==> src/rtl/muldiv_unit.sv <==
// Iterative RV32M multiply/divide unit: one radix-2 shift-add or restoring
// shift-subtract step per clock, valid/ready on both the request and result sides.
module muldiv_unit #(
    parameter int XLEN  = 32,
    parameter int CNT_W = $clog2(XLEN) + 1
) (
    input  logic            clk,
    input  logic            rst_n,
    input  logic            flush,
    input  logic            in_valid,
    output logic            in_ready,
    input  logic [2:0]      md_op,
    input  logic [XLEN-1:0] rs1v,
    input  logic [XLEN-1:0] rs2v,
    output logic            out_valid,
    input  logic            out_ready,
    output logic [XLEN-1:0] md_result,
    output logic            busy
);

    localparam logic [1:0] S_IDLE = 2'b00;
    localparam logic [1:0] S_BUSY = 2'b01;
    localparam logic [1:0] S_DONE = 2'b10;

    localparam logic [XLEN-1:0] MOST_NEG = {1'b1, {(XLEN-1){1'b0}}};

    logic [1:0]        state_q, state_d;
    logic [CNT_W-1:0]  cnt_q, cnt_d;
    logic [2:0]        op_q, op_d;
    logic              sgn1_q, sgn1_d;
    logic              sgn2_q, sgn2_d;
    logic [XLEN-1:0]   b_q, b_d;
    logic [2*XLEN-1:0] acc_q, acc_d;
    logic [XLEN-1:0]   res_q, res_d;

    logic              op_s1, op_s2, in_neg1, in_neg2, div_zero, div_ovf;
    logic [XLEN-1:0]   abs1, abs2, special_res;

    // Request-side decode: operand signedness, magnitudes and divide corner cases.
    always_comb begin
        op_s1    = (md_op != 3'b011) && (md_op != 3'b101) && (md_op != 3'b111);
        op_s2    = (md_op == 3'b000) || (md_op == 3'b001) ||
                   (md_op == 3'b100) || (md_op == 3'b110);
        in_neg1  = op_s1 & rs1v[XLEN-1];
        in_neg2  = op_s2 & rs2v[XLEN-1];
        abs1     = in_neg1 ? ((~rs1v) + XLEN'(1)) : rs1v;
        abs2     = in_neg2 ? ((~rs2v) + XLEN'(1)) : rs2v;
        div_zero = (rs2v == '0);
        div_ovf  = op_s1 && (rs1v == MOST_NEG) && (rs2v == '1);
        if (div_zero) begin
            special_res = md_op[1] ? rs1v : '1;
        end else begin
            special_res = md_op[1] ? '0 : rs1v;
        end
    end

    logic [XLEN:0]     mul_sum, div_trial;
    logic [2*XLEN-1:0] step_acc, prod;
    logic [XLEN-1:0]   quo, rem, final_res;

    // acc holds {hi, multiplier} for multiply and {remainder, quotient} for divide.
    always_comb begin
        mul_sum   = {1'b0, acc_q[2*XLEN-1:XLEN]} + (acc_q[0] ? {1'b0, b_q} : '0);
        div_trial = acc_q[2*XLEN-1:XLEN-1] - {1'b0, b_q};
        if (op_q[2]) begin
            step_acc = div_trial[XLEN] ? {acc_q[2*XLEN-2:0], 1'b0}
                                       : {div_trial[XLEN-1:0], acc_q[XLEN-2:0], 1'b1};
        end else begin
            step_acc = {mul_sum, acc_q[XLEN-1:1]};
        end
        prod = (sgn1_q ^ sgn2_q) ? ((~step_acc) + (2*XLEN)'(1)) : step_acc;
        quo  = (sgn1_q ^ sgn2_q) ? ((~step_acc[XLEN-1:0]) + XLEN'(1)) : step_acc[XLEN-1:0];
        rem  = sgn1_q ? ((~step_acc[2*XLEN-1:XLEN]) + XLEN'(1)) : step_acc[2*XLEN-1:XLEN];
        if (op_q[2]) begin
            final_res = op_q[1] ? rem : quo;
        end else begin
            final_res = (op_q[1:0] == 2'b00) ? prod[XLEN-1:0] : prod[2*XLEN-1:XLEN];
        end
    end

    always_comb begin
        state_d = state_q;
        cnt_d   = cnt_q;
        op_d    = op_q;
        sgn1_d  = sgn1_q;
        sgn2_d  = sgn2_q;
        b_d     = b_q;
        acc_d   = acc_q;
        res_d   = res_q;
        case (state_q)
            S_IDLE: begin
                if (in_valid && !flush) begin
                    op_d   = md_op;
                    sgn1_d = in_neg1;
                    sgn2_d = in_neg2;
                    if (md_op[2] && (div_zero || div_ovf)) begin
                        res_d   = special_res;
                        cnt_d   = '0;
                        b_d     = '0;
                        acc_d   = '0;
                        state_d = S_DONE;
                    end else begin
                        cnt_d   = CNT_W'(XLEN);
                        b_d     = md_op[2] ? abs2 : abs1;
                        acc_d   = {{XLEN{1'b0}}, (md_op[2] ? abs1 : abs2)};
                        state_d = S_BUSY;
                    end
                end
            end
            S_BUSY: begin
                acc_d = step_acc;
                cnt_d = cnt_q - CNT_W'(1);
                if (cnt_q == CNT_W'(1)) begin
                    res_d   = final_res;
                    state_d = S_DONE;
                end
            end
            S_DONE: begin
                if (out_ready) begin
                    state_d = S_IDLE;
                end
            end
            default: state_d = S_IDLE;
        endcase
        // An aborted operation leaves the previously delivered result in place.
        if (flush) begin
            state_d = S_IDLE;
            res_d   = res_q;
        end
    end

    always_ff @(posedge clk or negedge rst_n) begin
        if (!rst_n) begin
            state_q <= S_IDLE;
            cnt_q   <= '0;
            op_q    <= '0;
            sgn1_q  <= 1'b0;
            sgn2_q  <= 1'b0;
            b_q     <= '0;
            acc_q   <= '0;
            res_q   <= '0;
        end else begin
            state_q <= state_d;
            cnt_q   <= cnt_d;
            op_q    <= op_d;
            sgn1_q  <= sgn1_d;
            sgn2_q  <= sgn2_d;
            b_q     <= b_d;
            acc_q   <= acc_d;
            res_q   <= res_d;
        end
    end

    assign in_ready  = (state_q == S_IDLE);
    assign busy      = (state_q != S_IDLE);
    assign out_valid = (state_q == S_DONE);
    assign md_result = res_q;

endmodule
==> config.mk <==
export PLATFORM = sky130hd
export DESIGN_NAME = muldiv_unit
export DESIGN_NICKNAME = d
export VERILOG_FILES = /design/src/rtl/muldiv_unit.sv
export SDC_FILE = /design/constraint.sdc
export NUM_CORES = 1
export LEC_CHECK = 0
export BUFFER_PORTS_ARGS = -buffer_cell sky130_fd_sc_hd__buf_2
export CAP_MARGIN = 20
export CORE_UTILIZATION = 40
export DETAILED_ROUTE_END_ITERATION = 8
export GPL_TIMING_DRIVEN = 0
export SYNTH_ARGS = -nofsm -noshare
export SYNTH_HDL_FRONTEND = slang
export SYNTH_SLANG_ARGS = --single-unit
export TNS_END_PERCENT = 10
==> constraint.sdc <==
create_clock -name clk -period 6.43 [get_ports clk]
set_clock_uncertainty 0.1 [all_clocks]
set_input_delay 0.3215 -clock clk [delete_from_list [all_inputs] [get_ports clk]]
set_output_delay 0.3215 -clock clk [all_outputs]
set_load 0.01 [all_outputs]
Word level (Yosys, flattened, before mapping)
Index checks and enable logic that the tools add are counted.
W data, S select, Z words.

word-level totals
  input bits = 72
  register bits after elaboration = 141
  output and inout bits = 35
  word-level logic and storage cells = 96

operators by class
  equal/unequal tests = 17
  muxes and demuxes = 33
  bitwise operators = 9
  reduce and logical (&&, ||, !) cells = 21
  add/subtract/negate cells = 8

operator list
  cell                     number
  $mux W32                 18
  $mux W64                 4
  $add A32 B1 Y32 const B  4
  $not A32 Y32             4
  $pmux W64 S2             1
  $add A64 B1 Y64 const B  1
  $eq A32 B32 Y1 const B   2
  $not A64 Y64             1
  $pmux W32 S2             1
  $add A32 B32 Y33         1
  $sub A33 B32 Y33         1
  $logic_not A32 Y1        1
  $mux W6                  2
  $pmux W6 S2              1
  $mux W2                  5
  $ne A3 B2 Y1 const B     3
  $ne A3 B3 Y1 const B     3
  $eq A3 B3 Y1 const B     2
  $eq A6 B1 Y1 const B     1
  $logic_and A1 B1 Y1      6
  $pmux W2 S3              1
  $sub A6 B1 Y6 const B    1
  $reduce_and A5 Y1        1
  $logic_not A2 Y1         2
  14 further kinds         21

Depth between registers and ports, before layout
  depth in word-level cells = 11
  mapped depth = 24
  gate-level depth less buffers = 23

Worst setup path before layout
No wires, ideal clock.

  kind = register -> register
  from = register acc_q[31]
  to = register res_q[18], in the netlist md_result[18]
  stages on the path, launching flop included = 23
  buffers on the path = 1
  data arrival time = 4.742 ns
  required time = 6.203 ns
  clock period less this slack = 4.969 ns
  library setup time = 0.127 ns
  setup slack = 1.461 ns
  cells stage by stage = dfrtp_1 -> inv_1 -> ha_1 -> inv_1 -> fa_1 -> a211oi_2 -> o211ai_1 -> and3b_1 -> o31ai_1 -> a211o_1 -> buf_4 -> nor2_1 -> a21oi_1 -> ha_1 -> o2111ai_1 -> nor2_1 -> and4_1 -> o211ai_1 -> nor3_1 -> a21oi_1 -> a22o_1 -> mux2i_1 -> a31oi_1

between the ends
  longest elaborated chain between the ends = 10
  elaborated cells between the ends (all ways) = 17
  those cells by class = add/sub (4); mux (10); bitwise (3)

ends and longest elaborated chain
  element                                  RTL line  RTL
  from (decl)                              33        logic [2*XLEN-1:0] acc_q, acc_d;
  from (signal assigned)                   140       acc_q <= '0;
  from (signal assigned)                   149       acc_q <= acc_d;
  $sub A33 B32 Y33                         64        div_trial = acc_q[2*XLEN-1:XLEN-1] - {1'b0, b_q};
  $mux W64                                 66        step_acc = div_trial[XLEN] ? {acc_q[2*XLEN-2:0], 1'b0}
  $mux W64 (*)                             65        if (op_q[2]) begin
  $not A64 Y64 (tied with other cells)     71        prod = (sgn1_q ^ sgn2_q) ? ((~step_acc) + (2*XLEN)'(1)) : step_acc;
  $add A64 B1 Y64 (tied with other cells)  71
  $mux W64 (tied with other cells)         71
  $mux W32, on equally long branches       77, 75
  $mux W32 (*)                             74        if (op_q[2]) begin
  $mux W32 (*)                             113       if (cnt_q == CNT_W'(1)) begin
  $pmux W32 S2 (*)                         90        case (state_q)
  to (signal assigned)                     150       res_q <= res_d;
  to (decl)                                34        logic [XLEN-1:0] res_q, res_d;

Mark *: on every way between the ends. The rest lies on a longest branch, timed or not. The select of a mux whose other input is x is not followed.
A chain may end at the register's enable or synchronous reset.

Worst setup path in the final report
  from = register acc_q[31]
  to = register res_q[4], in the netlist md_result[4]

The elaborated chain is that of the path after synthesis.

==> impl_results.md <==
- Most common cell in the netlist: nor2_1
- Combinational power share: 74.0%
- CTS tree: yes
- Initial core utilization: 40.6%
- HPWL after DPL: 73.8 mm
- Final net count: 2658
- Internal power: 4.22 mW
- Syn. warnings: 0
- Largest family of logic cells by synthesized area: compound AO/OA/AOI/OAI gates
- Largest net degree at the start of global routing: 75
- Fmax: 156 MHz
- Run status: finished, final reports clean
- Synth cell count leaders: nor2_1 (279), nand2_1 (251), o21ai_0 (214)
- Post-synthesis mux area share: 4.23%
- Setup WS pre-CTS: -1.37 ns
- Layout fillers: 4392
- P&R area growth vs syn: 11.8%
- Remaining routing DRC violations: 0
- RSZ-0062 raised after global routing: yes
- CP startpoint kind: flop
- Slack of the critical path: 0.0168 ns
- M2 GR Usage: 61.1%
- Switch Pwr: 6.19 mW
- # setup viols final: 0
- Synth Cell Area: 17000 µm²
- Syn_nets: 2525
- Congestion Overflow GR: 0
- First-pass GRT wire length: 130 mm
- Final ANT Viol Nets: 0
- Vias per std cell: 6.69
- Initial antenna violation count: 2
- Final Hold Fails: 0
- Pwr Density: 547 nW/µm²
- Asr flop ratio synth: 100%
- Final Util: 45.4%
- Post-DP Area: 18300 µm²
- Post-layout instance area: 19000 µm²
- Sw Ratio: 59.5%
- WL/cell: 29.5 µm
- DP Cell Count: 3025
- Fin crit period: 6.41 ns
- Critical Path RT: 6.74 ns
- P_leak: 7.71 nW
- Inserted Diodes: 0
- H-tree levels: 4
- Compound-Gate Fraction of Synth Area: 31.3%
- Worst setup EP type: flop
- Pwr Total: 10.4 mW
- Rows: 75
- Detailed Route WL: 90.4 mm
- Global-route layer with the greatest usage: met2
- I/O pin count: 107
- Clock buffer count from CTS: 17
- Storage cell area: 3530 µm²
- Clock transition at path regs: 0.07 ns
- Clock root buffer: clkbuf_16
- Clock power frac: 9.9%
- Synth Area in Adders: 5.46%
- Simple-gate area share of the yosys netlist: 24.5%
- Count of cell types in the netlist: 92
- Die X: 208 µm
- Met1 GRT Util: 55.0%
- Non-filler instance count after layout: 3065
- Core ar.: 41900 µm²
- Crit-path max FO: 10
- Post-synth EDFFs: 0
- Layout cell share with drive strength beyond 1: 9.46%
- Vias in the first global route: 18708
- Yosys top cell by area: dfrtp_1
- Met3 GRT Util: 9.96%
- Multi-input gate area: 12700 µm²
- Synth area leaders: dfrtp_1 (21%), o21ai_0 (6.3%), a21oi_1 (6.2%)
- First drt pass iteration count: 6
- Die H: 208 µm
- Top_reg_cell synth: dfrtp_1
- Worst VDD drop: 0.000208 V
- Setup CP Type: flop to flop
- # port buffers: 102
- Worst slew pin tran: 1.39 ns
- Initial DRC Count: 2740
- Worst-Skew Late Latency: 0.50 ns
- Pins Over Slew Limit: 0
- RR Startpoint: acc_q[31]
- Rel. slew slack: 7.03%
- #FFs+latches synth: 141
- Worst min path class: primary input to flop
- Share of the synthesized area in the top cell type: 20.7%
- Post-Syn Instances: 2380
- Total of max-cap violations: 0
- Seq/Total Area, Yosys: 20.7%
- Longest Clk Path Bufs: 2
- Clk sink count: 141
- Syn Area/Cell: 7.15 µm²
- Tcrit/Tclk final: 99.7%
- Critical Path Start: acc_q[31]
- Sequential power share: 16.2%
- Tot GR Track Use: 41.2%
- CP Data Arrival Time: 6.72 ns
- Die area: 43400 µm²
- DR vias: 20499
- Routability cong.: 1.03
- Hold Crit Start: out_ready
- XOR/XNOR share of the synthesized area: 8.54%
cells in the final DEF, fill, tap and decap left out, types with 21 or more instances in the layout:
cell,instances
xnor2_1,97
nand3_1,78
o21ai_0,210
clkbuf_1,114
nor3_1,77
or3_1,21
nand4_1,33
mux2i_1,55
o31ai_1,33
ha_1,71
inv_1,66
a211oi_1,35
xor2_1,69
buf_2,117
a21oi_1,211
nand2_1,251
o221ai_1,24
nor2_1,277
dfrtp_1,140
o211ai_1,36
a21o_1,29
a31oi_1,40
per-stage QoR:
stage                     hold slack, ns  TNS (ns)
after global routing              0.0327   -0.0369
after detailed placement           0.251    -18.82
after CTS                         0.0190    -0.120
after global placement             0.356    -20.03
final                             0.0381         0
after floorplan                  -0.0741         0
layer usage:
layer / wire length, µm / vias up
met5: 13 / -
met4: 5360 / 2
met3: 9740 / 254
met2: 38300 / 1287
met1: 37000 / 9887
li1: - / 9069
critical path, stage by stage, from the launching register on:
cell	delay [ns]
dfrtp_1	0.48
inv_1	0.17
ha_1	0.20
inv_1	0.06
fa_1	0.44
a211oi_2	0.22
o211ai_1	0.21
and3b_1	0.30
o311a_4	0.36
a211o_4	0.36
buf_4	0.21
nor2_2	0.54
a21oi_2	0.12
ha_1	0.27
o2111ai_1	0.19
nor2_2	0.11
and3_1	0.23
and2_1	0.21
o211ai_1	0.27
nand2_1	0.14
xor2_1	0.18
a221oi_1	0.56
o21ai_0	0.19
o21ai_0	0.17
flip-flops by register name (all words and copies together) (netlist names):
signal / count
acc_q: 64
b_q: 32
cnt_q: 6
md_result: 32
op_q: 3
sgn1_q: 1
sgn2_q: 1
state_q: 2
cell families after synthesis:
logic type,count (synthesis)
AOI/OAI and AO/OA,820
and+or+nand+nor,885
adders and majority gates,73
buffers and inverters,225
muxes,70
xor gates and xnor gates,166
DFF,141
power groups by stage:
stage,Clock (mW),Combinational [mW],Sequential [mW]
finish,1.03,7.69,1.68
global route,1.06,8.09,1.71
CTS,1.03,7.30,1.65
detailed placement,0,7.25,1.66
global placement,0,7.21,1.65
floorplan,0,4.78,1.51
layout make-up:
class | count | share of cell area [%]
well taps | 539 | 3.54
repair buffers | 115 | 3.34
inverters | 67 | 1.32
plain buffers | 157 | 3.50
flip-flops and latches | 141 | 18.5
multi-input cells | 2014 | 66.7
clock inverters | 14 | 0.769
clock buffers | 18 | 2.31
final timing paths:
| kind | endpoint | slack (ns) | cells past startpoint |
|---|---|---|---|
| setup / recovery | md_result[4] | 0.02 | 23 |
| hold / removal | state_q[1] | 0.04 | 3 |
| setup reg to reg | md_result[4] | 0.02 | 23 |
| hold reg to reg | md_result[24] | 0.37 | 2 |
| max in group asynchronous | acc_q[7] | 5.14 | 3 |
| min in group asynchronous | md_result[19] | 0.27 | 2 |
repair_timing:
| action | 4_1_cts | 5_1_grt |
|---|---|---|
| buffers inserted | 3 | 4 |
| hold endpoints to repair | 68 | 0 |
| endpoints found under the setup margin | 27 | 21 |
| resized for setup | 19 | 21 |
| pin swaps | 3 | 3 |
| hold buffers | 2 | 0 |
(Power assumes the default switching activity.)
